`config.mk`:
```
export PLATFORM = sky130hd
export DESIGN_NAME = tlul_addr_demux
export DESIGN_NICKNAME = d
export VERILOG_FILES = /design/src/rtl/tlul_pkg.sv /design/src/rtl/tlul_err_resp.sv /design/src/rtl/tlul_addr_demux.sv
export SDC_FILE = /design/constraint.sdc
export NUM_CORES = 1
export LEC_CHECK = 0
export ABC_AREA = 1
export CAP_MARGIN = 20
export CORE_AREA = 4 4 267 269
export CTS_CLUSTER_DIAMETER = 50
export DETAILED_ROUTE_END_ITERATION = 7
export DIE_AREA = 0 0 271 273
export GPL_TIMING_DRIVEN = 0
export PLACE_DENSITY = 0.3
export REMOVE_ABC_BUFFERS = 1
export SLEW_MARGIN = 5
export SYNTH_ARGS = -nofsm -noshare
export SYNTH_HDL_FRONTEND = slang
export SYNTH_SLANG_ARGS = --single-unit
```
`constraint.sdc`:
```
create_clock -name clk_i -period 2 [get_ports clk_i]
set_input_delay 0.2 -clock clk_i [delete_from_list [all_inputs] [get_ports clk_i]]
set_output_delay 0.2 -clock clk_i [all_outputs]
set_load 0.02 [all_outputs]
```
`src/rtl/tlul_pkg.sv`:
```
// TL-UL channel types and opcodes shared by the interconnect.
package tlul_pkg;

   typedef enum logic [2:0] {
      PutFullData    = 3'h0,
      PutPartialData = 3'h1,
      Get            = 3'h4
   } tl_a_op_e;

   typedef enum logic [2:0] {
      AccessAck     = 3'h0,
      AccessAckData = 3'h1
   } tl_d_op_e;

   typedef struct packed {
      logic        a_valid;
      tl_a_op_e    a_opcode;
      logic [2:0]  a_param;
      logic [1:0]  a_size;
      logic [7:0]  a_source;
      logic [31:0] a_address;
      logic [3:0]  a_mask;
      logic [31:0] a_data;
      logic        d_ready;
   } tl_h2d_t;

   typedef struct packed {
      logic        d_valid;
      tl_d_op_e    d_opcode;
      logic [2:0]  d_param;
      logic [1:0]  d_size;
      logic [7:0]  d_source;
      logic        d_sink;
      logic [31:0] d_data;
      logic        d_error;
      logic        a_ready;
   } tl_d2h_t;

endpackage

```
`src/rtl/tlul_err_resp.sv`:
```
// Error responder: latches an unmapped request and returns one error
// response to the host, holding it until the host takes it.
module tlul_err_resp
   import tlul_pkg::*;
(
   input  logic       clk_i,
   input  logic       rst_ni,
   input  logic       accept_i,
   input  tl_a_op_e   a_opcode_i,
   input  logic [7:0] a_source_i,
   input  logic [1:0] a_size_i,
   input  logic       d_ready_i,
   output logic       busy_o,
   output tl_d2h_t    rsp_o
);

   typedef enum logic {StErrIdle, StErrRsp} err_state_e;

   err_state_e state_q, state_d;
   tl_a_op_e   opcode_q;
   logic [7:0] source_q;
   logic [1:0] size_q;

   always_ff @(posedge clk_i or negedge rst_ni) begin
      if (!rst_ni) begin
         state_q  <= StErrIdle;
         opcode_q <= PutFullData;
         source_q <= '0;
         size_q   <= '0;
      end else begin
         state_q <= state_d;
         if (accept_i) begin
            opcode_q <= a_opcode_i;
            source_q <= a_source_i;
            size_q   <= a_size_i;
         end
      end
   end

   always_comb begin
      state_d = state_q;
      unique case (state_q)
         StErrIdle: if (accept_i)  state_d = StErrRsp;
         StErrRsp:  if (d_ready_i) state_d = StErrIdle;
         default:                  state_d = StErrIdle;
      endcase
   end

   assign busy_o = (state_q == StErrRsp);

   always_comb begin
      rsp_o          = '0;
      rsp_o.d_valid  = busy_o;
      rsp_o.d_opcode = (opcode_q == Get) ? AccessAckData : AccessAck;
      rsp_o.d_source = source_q;
      rsp_o.d_size   = size_q;
      rsp_o.d_data   = 32'hFFFF_FFFF;
      rsp_o.d_error  = 1'b1;
   end

endmodule

```
`src/rtl/tlul_addr_demux.sv`:
```
// TL-UL 1:N address demultiplexer. Requests to different devices are never
// reordered: a new target is only taken once all earlier responses returned.
module tlul_addr_demux
   import tlul_pkg::*;
#(
   parameter int unsigned        N              = 4,
   parameter int unsigned        MaxOutstanding = 4,
   parameter logic [N-1:0][31:0] AddrSpace      = '0,
   parameter logic [N-1:0][31:0] AddrMask       = '0,
   parameter logic [N-1:0]       ConnMask       = '1
) (
   input  logic                                  clk_i,
   input  logic                                  rst_ni,
   input  tl_h2d_t                               tl_h_i,
   output tl_d2h_t                               tl_h_o,
   output tl_h2d_t                               tl_d_o [N],
   input  tl_d2h_t                               tl_d_i [N],
   output logic [$clog2(MaxOutstanding+1)-1:0]   outstanding_o,
   output logic                                  err_o
);

   localparam int unsigned     SelW   = $clog2(N + 1);
   localparam int unsigned     CntW   = $clog2(MaxOutstanding + 1);
   localparam logic [SelW-1:0] SelErr = SelW'(N);
   localparam logic [CntW-1:0] CntMax = CntW'(MaxOutstanding);

   typedef enum logic {StIdle, StActive} state_e;

   state_e          state_q, state_d;
   logic [CntW-1:0] cnt_q, cnt_d;
   logic [SelW-1:0] tgt_q, tgt_d;
   logic [SelW-1:0] sel;
   logic            sel_found;
   logic            sel_a_ready;
   tl_d2h_t         tgt_rsp;
   logic            err_busy;
   tl_d2h_t         err_rsp;
   logic            in_idle, sel_dev, can_fwd, err_acc, a_hs, d_hs;

   // Lowest matching, connected device wins.
   always_comb begin
      sel       = SelErr;
      sel_found = 1'b0;
      for (int i = 0; i < N; i++) begin
         if (!sel_found && ConnMask[i] &&
             ((tl_h_i.a_address & ~AddrMask[i]) == AddrSpace[i])) begin
            sel       = SelW'(i);
            sel_found = 1'b1;
         end
      end
   end

   always_comb begin
      sel_a_ready = 1'b0;
      tgt_rsp     = '0;
      for (int j = 0; j < N; j++) begin
         if (sel == SelW'(j))   sel_a_ready = tl_d_i[j].a_ready;
         if (tgt_q == SelW'(j)) tgt_rsp     = tl_d_i[j];
      end
   end

   // rst_ni gates the combinational paths so nothing leaks out during reset.
   assign in_idle = rst_ni && (state_q == StIdle) && !err_busy;
   assign sel_dev = (sel != SelErr);
   assign can_fwd = sel_dev && (in_idle || (rst_ni && (state_q == StActive) &&
                                            (sel == tgt_q) && (cnt_q < CntMax)));
   assign err_acc = in_idle && !sel_dev && tl_h_i.a_valid;
   assign a_hs    = can_fwd && tl_h_i.a_valid && sel_a_ready;
   assign d_hs    = (state_q == StActive) && tgt_rsp.d_valid && tl_h_i.d_ready;

   always_comb begin
      state_d = state_q;
      cnt_d   = cnt_q;
      tgt_d   = tgt_q;
      if (a_hs)    tgt_d = sel;
      if (err_acc) tgt_d = SelErr;
      if (a_hs && !d_hs)      cnt_d = cnt_q + CntW'(1);
      else if (!a_hs && d_hs) cnt_d = cnt_q - CntW'(1);
      unique case (state_q)
         StIdle:   if (a_hs)           state_d = StActive;
         StActive: if (cnt_d == '0)    state_d = StIdle;
         default:                      state_d = StIdle;
      endcase
   end

   always_ff @(posedge clk_i or negedge rst_ni) begin
      if (!rst_ni) begin
         state_q <= StIdle;
         cnt_q   <= '0;
         tgt_q   <= '0;
      end else begin
         state_q <= state_d;
         cnt_q   <= cnt_d;
         tgt_q   <= tgt_d;
      end
   end

   always_comb begin
      for (int j = 0; j < N; j++) begin
         tl_d_o[j]         = tl_h_i;
         tl_d_o[j].a_valid = can_fwd && tl_h_i.a_valid && (sel == SelW'(j));
         tl_d_o[j].d_ready = rst_ni && (state_q == StActive) && (tgt_q == SelW'(j)) &&
                             tl_h_i.d_ready;
      end
      tl_h_o = '0;
      if (state_q == StActive) tl_h_o = tgt_rsp;
      else if (err_busy)       tl_h_o = err_rsp;
      tl_h_o.a_ready = can_fwd ? sel_a_ready : (in_idle && !sel_dev);
   end

   assign outstanding_o = cnt_q;
   assign err_o         = err_acc;

   tlul_err_resp u_err_resp (
      .clk_i      (clk_i),
      .rst_ni     (rst_ni),
      .accept_i   (err_acc),
      .a_opcode_i (tl_h_i.a_opcode),
      .a_source_i (tl_h_i.a_source),
      .a_size_i   (tl_h_i.a_size),
      .d_ready_i  (tl_h_i.d_ready),
      .busy_o     (err_busy),
      .rsp_o      (err_rsp)
   );

endmodule
```
==> impl_metrics.toml <==
[placement]
gp_congestion = 0.726
placement.io_buffers = 338
dpl-instance-area_mm2 = 0.00615
dp_hpwl_um = 36200

[logic_synthesis]
yosysWarnings = 0
synth_top_area_cell = "buf_4"
synth.area.top_cells = "buf_4 (62%), dfrtp_1 (12%), nand2_1 (10%), o21ai_0 (2.9%), inv_1 (2.5%)"
synth_common_cells = "buf_4 (342), nand2_1 (112), inv_1 (27)"
synth_area_mm2 = 0.00411
synth_top_cell_area_share_pct = 62.5
postSynthAreaPerCell_um2 = 6.89
synth_cell_types = 26
postSynth.asyncResetShare_pct = 100
ys.flop_type = "dfrtp_1"
yosysMostFrequentCell = "buf_4"
seq_area_frac_synth_pct = 11.6
yosys_register_bits = 19
syn_inst = 596
synth_enable_flop_cells = 0

[grt]
grt_overflow = 0
grt_max_degree = 30
grt_pass1_wl_um = 49600
grt_pass1_vias = 3809
antenna_found_initial = 31
grt_use_total_pct = 10.6

[sta]
fin_hold_ws_ns = 0.400
fin_crit_sh_pct = 95.7
fin_crit_ns = 1.91
fin_setup_tns_ns = 0
setup_viol = 0
fmaxAchievable_ghz = 0.522
finalClockSkew_ns = 0.00149
maxSlewViolCount = 0
rsz0062_at_grt = "true"
hold_viol = 0

[critical_path]
cpMostUsedCell = "nand2_1"
critical-path-max-stage-delay_ns = 0.57
crit_arrival_ns = 1.71
crit_chain = "buf_12, nor2_4, buf_4, nand2_1, nand2_1, dlygate4sd2_1"
setup.worst_path.start_class = "register"
cp-end-kind = "primary output"
path_max_fanout = 7
crit_type = "reg2out"
crit_required_ns = 1.80
cp_slowest_cell = "dfrtp_4"

[final_layout]
drive_above_1_share_pct = 15.5
fin_util_pct = 9.16
syn_to_final_growth_pct = 52.8
fin_area_mm2 = 0.00628
nNetsFinal = 913

[die]
fp.dieArea_mm2 = 0.0740
dieWidth_um = 271
die_h_um = 273
fp.coreArea_mm2 = 0.0686
start_util_pct = 5.99
rows = 96
num_io_pins = 696

[clock_tree]
cts-root-buf = "clkbuf_16"
cts.sinks = 19
tritoncts = "yes"
cts_buffers = 3
insertion_delay_ns = 0.26
cts.clk_slew.worst_paths_ns = 0.06
clk_path_buf_depth = 2
h-tree-depth = 1

[pwr]
power_density_mw_per_mm2 = 581
peakVddDrop_mv = 0.250
power.total_mw = 3.65
power.leakage_nw = 2.50

[outcome]
status = "finished, final reports clean"

[drt]
routed_wl_um = 41200
wire_per_inst_um = 26.6
avgViaCountPerCell = 2.38
drt_iter0_drc = 96
final_antenna_net_count = 0
vias = 3692
firstDrtPassIters = 4
post-route-drc-count = 0

[worst_hold_path]
hold_class = "in2out"

[job]
max_cap_viol_count = 0
-- critical path, delay by kind of cell, from the launching register on --
family | cells | cell delay (ns)
flops | 1 | 0.57
buf+inv | 3 | 0.66
simple gates | 3 | 0.21
-- stage by stage --
stage,setup slack (ns),cells
floorplan,-0.184,249
global placement,-1.91,1518
detailed placement,-1.16,1521
CTS,-0.129,1543
global route,-0.0168,1545
finish,0.0850,1550
-- power breakdown --
part / internal (mW) / leakage, nW / total, mW / switching (mW)
Combinational: 1.02 / 2.23 / 2.56 / 1.54
Clock: 0.272 / 0.0382 / 0.441 / 0.169
Sequential: 0.546 / 0.227 / 0.641 / 0.0945
Total: 1.84 / 2.50 / 3.65 / 1.80
-- final timing paths --
| check | from | end | slack (ns) | depth (start not counted) |
|---|---|---|---|---|
| max | tgt_q[2] | tl_h_o[28] | 0.09 | 6 |
| min reg2reg | u_err_resp.opcode_q[1] | u_err_resp.opcode_q[1] | 0.51 | 1 |
| min in group asynchronous | rst_ni | u_err_resp.source_q[6] | 0.56 | 2 |
| max in group asynchronous | rst_ni | state_q | 0.96 | 3 |
| min | tl_h_i[35] | tl_d_o[293] | 0.40 | 0 |
| max reg2reg | state_q | state_q | 0.11 | 12 |
-- layer usage --
metal	wire [um]	GRT usage [%]	vias to the layer above
met1	13000	9.55	1602
met5	234	0.724	-
met2	21500	20.5	510
li1	-	-	1496
met4	526	0.702	26
met3	5950	6.80	58
-- sequential cells by signal, summed over array words and instances, names as in the netlist --
register,flops
outstanding_o,3
tgt_q,1
u_err_resp.source_q,8
state_q,1
u_err_resp.size_q,2
u_err_resp.busy_o,1
u_err_resp.opcode_q,3
-- layout make-up --
| class | instances | area (um^2) |
|---|---|---|
| timing repair buffer | 358 | 3410 |
| inverter | 32 | 128 |
| antenna | 5 | 12.5 |
| sequential | 19 | 480 |
| fill | 7975 | 62300 |
| clock buffer | 4 | 78.8 |
| tap | 931 | 1160 |
| multi-input combinational | 201 | 1000 |
-- logic make-up (layout without fill, tap and decap cells) --
| logic type | after synthesis | after routing | share of synthesized area [%] |
|---|---|---|---|
| flip-flops | 19 | 19 | 11.6 |
| adder cells (fa/ha/maj) | 2 | 2 | 0.609 |
| AND/OR/NAND/NOR | 161 | 164 | 17.3 |
| AO/OA/AOI/OAI | 27 | 27 | 3.47 |
| buffers and inverters | 384 | 394 | 66.4 |
| multiplexers | 2 | 2 | 0.548 |
| other | 1 | 11 | 0.0913 |
-- placed cells by master (no fill, tap or decap), types with 7 or more instances in the layout --
cell type and count:
nand2_2 7, clkdlybuf4s15_1 13, buf_4 13, o21ai_0 23, dfrtp_1 17, inv_1 27
dlygate4sd2_1 35, nand2_1 108, nor2_1 24, clkdlybuf4s50_1 250, clkbuf_2 28
-- timing repair --
item                       CTS  global route
resized for setup          143            77
gates cloned                 3             0
hold buffers                 3             0
setup buffers               12             2
hold endpoints to repair     7             0
setup endpoints to repair   77            11
pin swaps                    5             2
Power figures use the tool's default switching activity.
